File: src/rtl/julia_pixel_writer.sv
// Captures Julia pixel colours on the shared iteration count, buffers them in a FIFO and
// drains them to the frame buffer over req/ack. Optional macro JULIA_BLACK_COUNT_EN adds black_count.
module julia_pixel_writer #(
  parameter int          H_RES         = 640,
  parameter int          V_RES         = 480,
  parameter int          FIFO_DEPTH    = 8,
  parameter logic [12:0] CAPTURE_COUNT = 13'd8191,
  parameter int          ADDR_W        = 19
) (
  input  logic                          clk,
  input  logic                          rst,
  input  logic                          clr,
  input  logic [12:0]                   count,
  input  logic [7:0]                    red_in,
  input  logic [7:0]                    blue_in,
  output logic                          mem_wr_req,
  input  logic                          mem_wr_ack,
  output logic [ADDR_W-1:0]             mem_addr,
  output logic [15:0]                   mem_data,
  output logic [$clog2(FIFO_DEPTH):0]   fifo_level,
  output logic                          overflow,
  output logic                          frame_done
`ifdef JULIA_BLACK_COUNT_EN
  ,
  output logic [ADDR_W-1:0]             black_count
`endif
);

  localparam int                PTR_W     = $clog2(FIFO_DEPTH);
  localparam int                LVL_W     = PTR_W + 1;
  localparam logic [LVL_W-1:0]  DEPTH_L   = LVL_W'(FIFO_DEPTH);
  localparam logic [ADDR_W-1:0] LAST_ADDR = ADDR_W'(H_RES * V_RES - 1);

  typedef enum logic {
    S_IDLE  = 1'b0,
    S_WRITE = 1'b1
  } state_t;

  state_t            r_state;
  state_t            w_state_nxt;

  logic [15:0]       r_fifo [FIFO_DEPTH];
  logic [PTR_W-1:0]  r_wr_ptr;
  logic [PTR_W-1:0]  r_rd_ptr;
  logic [ADDR_W-1:0] r_addr_cnt;

  logic              w_capture;
  logic              w_push;
  logic              w_drop;
  logic              w_empty;
  logic              w_pop;
  logic              w_load;
  logic              w_ack_take;
  logic              w_last_ack;
  logic [ADDR_W-1:0] w_addr_inc;
  logic [ADDR_W-1:0] w_load_addr;

  // A push is judged against the pre-edge level; a same-cycle pop cannot rescue it.
  assign w_capture   = (count == CAPTURE_COUNT);
  assign w_push      = w_capture && (fifo_level < DEPTH_L);
  assign w_drop      = w_capture && (fifo_level >= DEPTH_L);
  assign w_empty     = (fifo_level == '0);
  assign w_addr_inc  = (r_addr_cnt == LAST_ADDR) ? '0 : r_addr_cnt + 1'b1;
  assign w_load_addr = w_ack_take ? w_addr_inc : r_addr_cnt;
  assign w_last_ack  = w_ack_take && (r_addr_cnt == LAST_ADDR);

  always_ff @(posedge clk or negedge rst) begin
    if (!rst) begin
      r_state <= S_IDLE;
    end else if (clr) begin
      r_state <= S_IDLE;
    end else begin
      r_state <= w_state_nxt;
    end
  end

  always_comb begin
    w_state_nxt = r_state;
    w_pop       = 1'b0;
    w_load      = 1'b0;
    w_ack_take  = 1'b0;
    case (r_state)
      S_IDLE: begin
        if (!w_empty) begin
          w_pop       = 1'b1;
          w_load      = 1'b1;
          w_state_nxt = S_WRITE;
        end
      end
      S_WRITE: begin
        if (mem_wr_ack) begin
          w_ack_take = 1'b1;
          if (!w_empty) begin
            w_pop  = 1'b1;
            w_load = 1'b1;
          end else begin
            w_state_nxt = S_IDLE;
          end
        end
      end
      default: w_state_nxt = S_IDLE;
    endcase
  end

  always_ff @(posedge clk) begin
    if (w_push) begin
      r_fifo[r_wr_ptr] <= {red_in, blue_in};
    end
  end

  always_ff @(posedge clk or negedge rst) begin
    if (!rst) begin
      r_wr_ptr   <= '0;
      r_rd_ptr   <= '0;
      fifo_level <= '0;
      overflow   <= 1'b0;
      mem_wr_req <= 1'b0;
      mem_addr   <= '0;
      mem_data   <= '0;
      r_addr_cnt <= '0;
      frame_done <= 1'b0;
    end else if (clr) begin
      r_wr_ptr   <= '0;
      r_rd_ptr   <= '0;
      fifo_level <= '0;
      overflow   <= 1'b0;
      mem_wr_req <= 1'b0;
      mem_addr   <= '0;
      mem_data   <= '0;
      r_addr_cnt <= '0;
      frame_done <= 1'b0;
    end else begin
      if (w_push) begin
        r_wr_ptr <= r_wr_ptr + 1'b1;
      end
      if (w_pop) begin
        r_rd_ptr <= r_rd_ptr + 1'b1;
      end
      fifo_level <= fifo_level + LVL_W'(w_push) - LVL_W'(w_pop);
      if (w_drop) begin
        overflow <= 1'b1;
      end
      mem_wr_req <= (w_state_nxt == S_WRITE);
      if (w_load) begin
        mem_data <= r_fifo[r_rd_ptr];
        mem_addr <= w_load_addr;
      end
      if (w_ack_take) begin
        r_addr_cnt <= w_addr_inc;
      end
      frame_done <= w_last_ack;
    end
  end

`ifdef JULIA_BLACK_COUNT_EN
  logic [ADDR_W-1:0] r_black_acc;

  // The final pixel's ack is folded straight into the published total.
  always_ff @(posedge clk or negedge rst) begin
    if (!rst) begin
      r_black_acc <= '0;
      black_count <= '0;
    end else if (clr) begin
      r_black_acc <= '0;
      black_count <= '0;
    end else if (w_last_ack) begin
      black_count <= r_black_acc + ADDR_W'(mem_data == 16'h0000);
      r_black_acc <= '0;
    end else if (w_ack_take && (mem_data == 16'h0000)) begin
      r_black_acc <= r_black_acc + 1'b1;
    end
  end
`endif

endmodule

File: config.mk
export PLATFORM = sky130hd
export DESIGN_NAME = julia_pixel_writer
export DESIGN_NICKNAME = d
export VERILOG_FILES = /design/src/rtl/julia_pixel_writer.sv
export SDC_FILE = /design/constraint.sdc
export NUM_CORES = 1
export LEC_CHECK = 0
export BUFFER_PORTS_ARGS = -buffer_cell sky130_fd_sc_hd__buf_2
export CAP_MARGIN = 5
export CORE_AREA = 2 2 118 120
export CTS_CLUSTER_SIZE = 20
export DETAILED_ROUTE_END_ITERATION = 10
export DIE_AREA = 0 0 120 122
export PLACE_DENSITY = 0.8
export RECOVER_POWER = 50
export SLEW_MARGIN = 40
export SYNTH_ARGS = -nofsm -noshare
export SYNTH_HDL_FRONTEND = slang
export SYNTH_SLANG_ARGS = --single-unit
File: constraint.sdc
create_clock -name clk -period 3.1 [get_ports clk]
set_input_delay 0.465 -clock clk [delete_from_list [all_inputs] [get_ports clk]]
set_output_delay 0.465 -clock clk [all_outputs]
set_load 0.05 [all_outputs]
==> reports/results.tsv <==
metric	value	unit
synth_common_cells	edfxtp_1 (128), dfrtp_1 (67), nor2_1 (59)	
synth_edf_count	128	
grt_use_total	0.231	
fin_total_pwr	7.46	mW
clock_latency	0.42	ns
synth_area_leader_cell	edfxtp_1	
synth.most_common_cell	edfxtp_1	
crit_top_cell	ha_1	
synthesis.area	7800	sq um
worst_pin_slew	1.94	ns
rsz0062_at_grt	no	
leakagePower	3.34	nW
antenna_found_initial	1	
fp-row-count	43	
seq_area_frac_synth	0.708	
pwr_density_cell	827	nW/um^2
synth_top_area_frac	0.493	
outcome	complete, but fails checks	
regArea	5520	sq um
yosys_warnings	0	
ys.flop_type	edfxtp_1	
synthTopCellsByArea	edfxtp_1 (49%), dfrtp_1 (22%), mux4_2 (9.2%)	
final_cell_count_no_fill	762	
violations	capacitance limit, slew limit	
hold_class	input pin to flip-flop	
clkSinkCount	195	
grt_pass1_wl	24900	um
endpoint_kind	flip-flop	
overflow	0	
fin_nets	612	
synth_cell_types	43	
htreeDepth	4	
post_cts_buffers	0	
slew_viol_final	38	
syn-num-nets	525	
tns	0	ns
drc_errors	0	
clk_pin_slew	0.06	ns
maxSlewHeadroom	-0.294	
max_stage_delay	0.52	ns
grt_start_max_net_pins	47	
min_period_over_period	0.847	
async_flop_share	0.344	
core-area	13500	sq um
final_cell_area	9010	sq um
postSynthAreaPerCell	16.2	sq um
hold_viol_final	0	
ant_nets	0	
peakVddDrop	0.462	mV
skew	0.00654	ns
wl	15700	um
dieArea	14600	sq um
port_buffers	74	
vias	4473	
die-height	122	um
wl_per_cell	20.6	um
path_class	input pin to flip-flop	
multi_input_area	2130	sq um
die_w	120	um
drv_cap	1	
drt-initial-drc-count	478	
arrival	2.91	ns
ctsResizeCount	0	
crit_family	simple AND/OR/NAND/NOR gates	
dpl-instance-area	8430	sq um
place_congestion	0.878	
dp_hpwl	9640	um
required	3.38	ns
grt_pass1_vias	4618	
fill_cells	927	
cts_tree	done	
setup_viol	0	
cts_buffer_depth	2	
path_cells	buf_2 > nand4_1 > or4_4 > nor3_1 > inv_2 > ha_1 > inv_1 > ha_1 > fa_1 > xnor2_1 > nor2_1	
crit_path_start_kind	input pin	
fin_crit	2.62	ns
cts_hold_buf	0	
dp.cells	730	
numCtsBuffers	17	
fmax	0.381	GHz
drtPass1Iterations	5	
syn_to_final_growth	15.6	%
crit_path_top_delay_cell	or4_4	
viasPerCell	5.87	
critPathBufInv	3	
postSynthCellCount	482	
ioPinCount	75	
drive_gt1_frac	0.217	
cp_max_fo	5	
synth_seq_cells	195	
initial_core_util	0.577	
cts_root_buffer	clkbuf_16	
==> final cells by class <==
type | instances | area share
diodes | 1 | 0.000278
multi-input cells | 253 | 0.237
clock buffers | 18 | 0.0476
flip-flops and latches | 195 | 0.613
inverters | 11 | 0.00458
clock inverters | 13 | 0.0237
well taps | 180 | 0.0250
repair buffers | 91 | 0.0497
==> flip-flops by register name, indices dropped and copies added (netlist names) <==
register,flops
mem_wr_req,1
r_fifo,128
frame_done,1
r_rd_ptr,3
mem_data,16
mem_addr,19
overflow,1
r_addr_cnt,19
r_wr_ptr,3
fifo_level,4
==> metal layers <==
metal  track usage  up-vias  share of wire
met2         0.400      166           0.53
met3        0.0487       26          0.051
met5             0        -              0
met1         0.289     2291           0.41
li1              -     1990              -
met4        0.0875        0          0.017
==> power by group <==
group	leakage, nW	internal, mW	total [mW]	switching (mW)
registers	2.06	2.94	3.12	0.176
logic	0.974	0.695	1.99	1.29
clock network	0.310	1.49	2.36	0.862
total	3.34	5.13	7.46	2.33
==> placed cells by master (no fill, tap or decap), drive strengths merged, types with 2 or more instances in the layout <==
cell    instances
edfxtp        128
dfrtp          67
nor2           59
buf            55
clkbuf         54
mux4           32
nand2          24
a211oi         20
mux2i          16
xor2           12
nand3          11
inv            11
xnor2          10
o21ai           9
ha              9
nand4           8
a21oi           7
bufinv          6
clkinv          6
nor3            6
mux2            5
nand2b          3
nor2b           3
a21o            3
nor4            2
==> metrics by stage <==
| step | util | hold WS (ns) | worst slack, ns |
|---|---|---|---|
| after floorplan | - | 0.169 | 0.125 |
| after global routing | 0.667 | 0.405 | 0.301 |
| after global placement | 0.624 | 0.459 | 0.426 |
| after detailed placement | 0.624 | 0.466 | 0.301 |
| final | 0.668 | 0.394 | 0.475 |
| after CTS | 0.672 | 0.146 | 0.654 |
==> logic make-up after synthesis <==
| logic type | Yosys count | share of synthesized area |
|---|---|---|
| AO/OA/AOI/OAI | 42 | 0.0353 |
| XOR/XNOR | 22 | 0.0247 |
| AND/OR/NAND/NOR | 126 | 0.0764 |
| adder cells (fa/ha/maj) | 10 | 0.0170 |
| buffers and inverters | 34 | 0.0183 |
| multiplexers | 53 | 0.120 |
| flip-flops | 195 | 0.708 |
==> worst paths after layout <==
path | from | end | slack, ns | depth (start not counted)
worst max-delay path | count[8] | fifo_level[2] | 0.48 | 11
worst min-delay path | blue_in[1] | r_fifo[2][1] | 0.39 | 1
worst max register to register | r_addr_cnt[0] | mem_addr[16] | 0.63 | 7
worst min register to register | mem_addr[15] | mem_addr[15] | 0.47 | 2
max in group asynchronous | rst | r_addr_cnt[9] | 0.88 | 2
min in group asynchronous | rst | mem_wr_req | 0.58 | 1
Power figures use the tool's default switching activity.
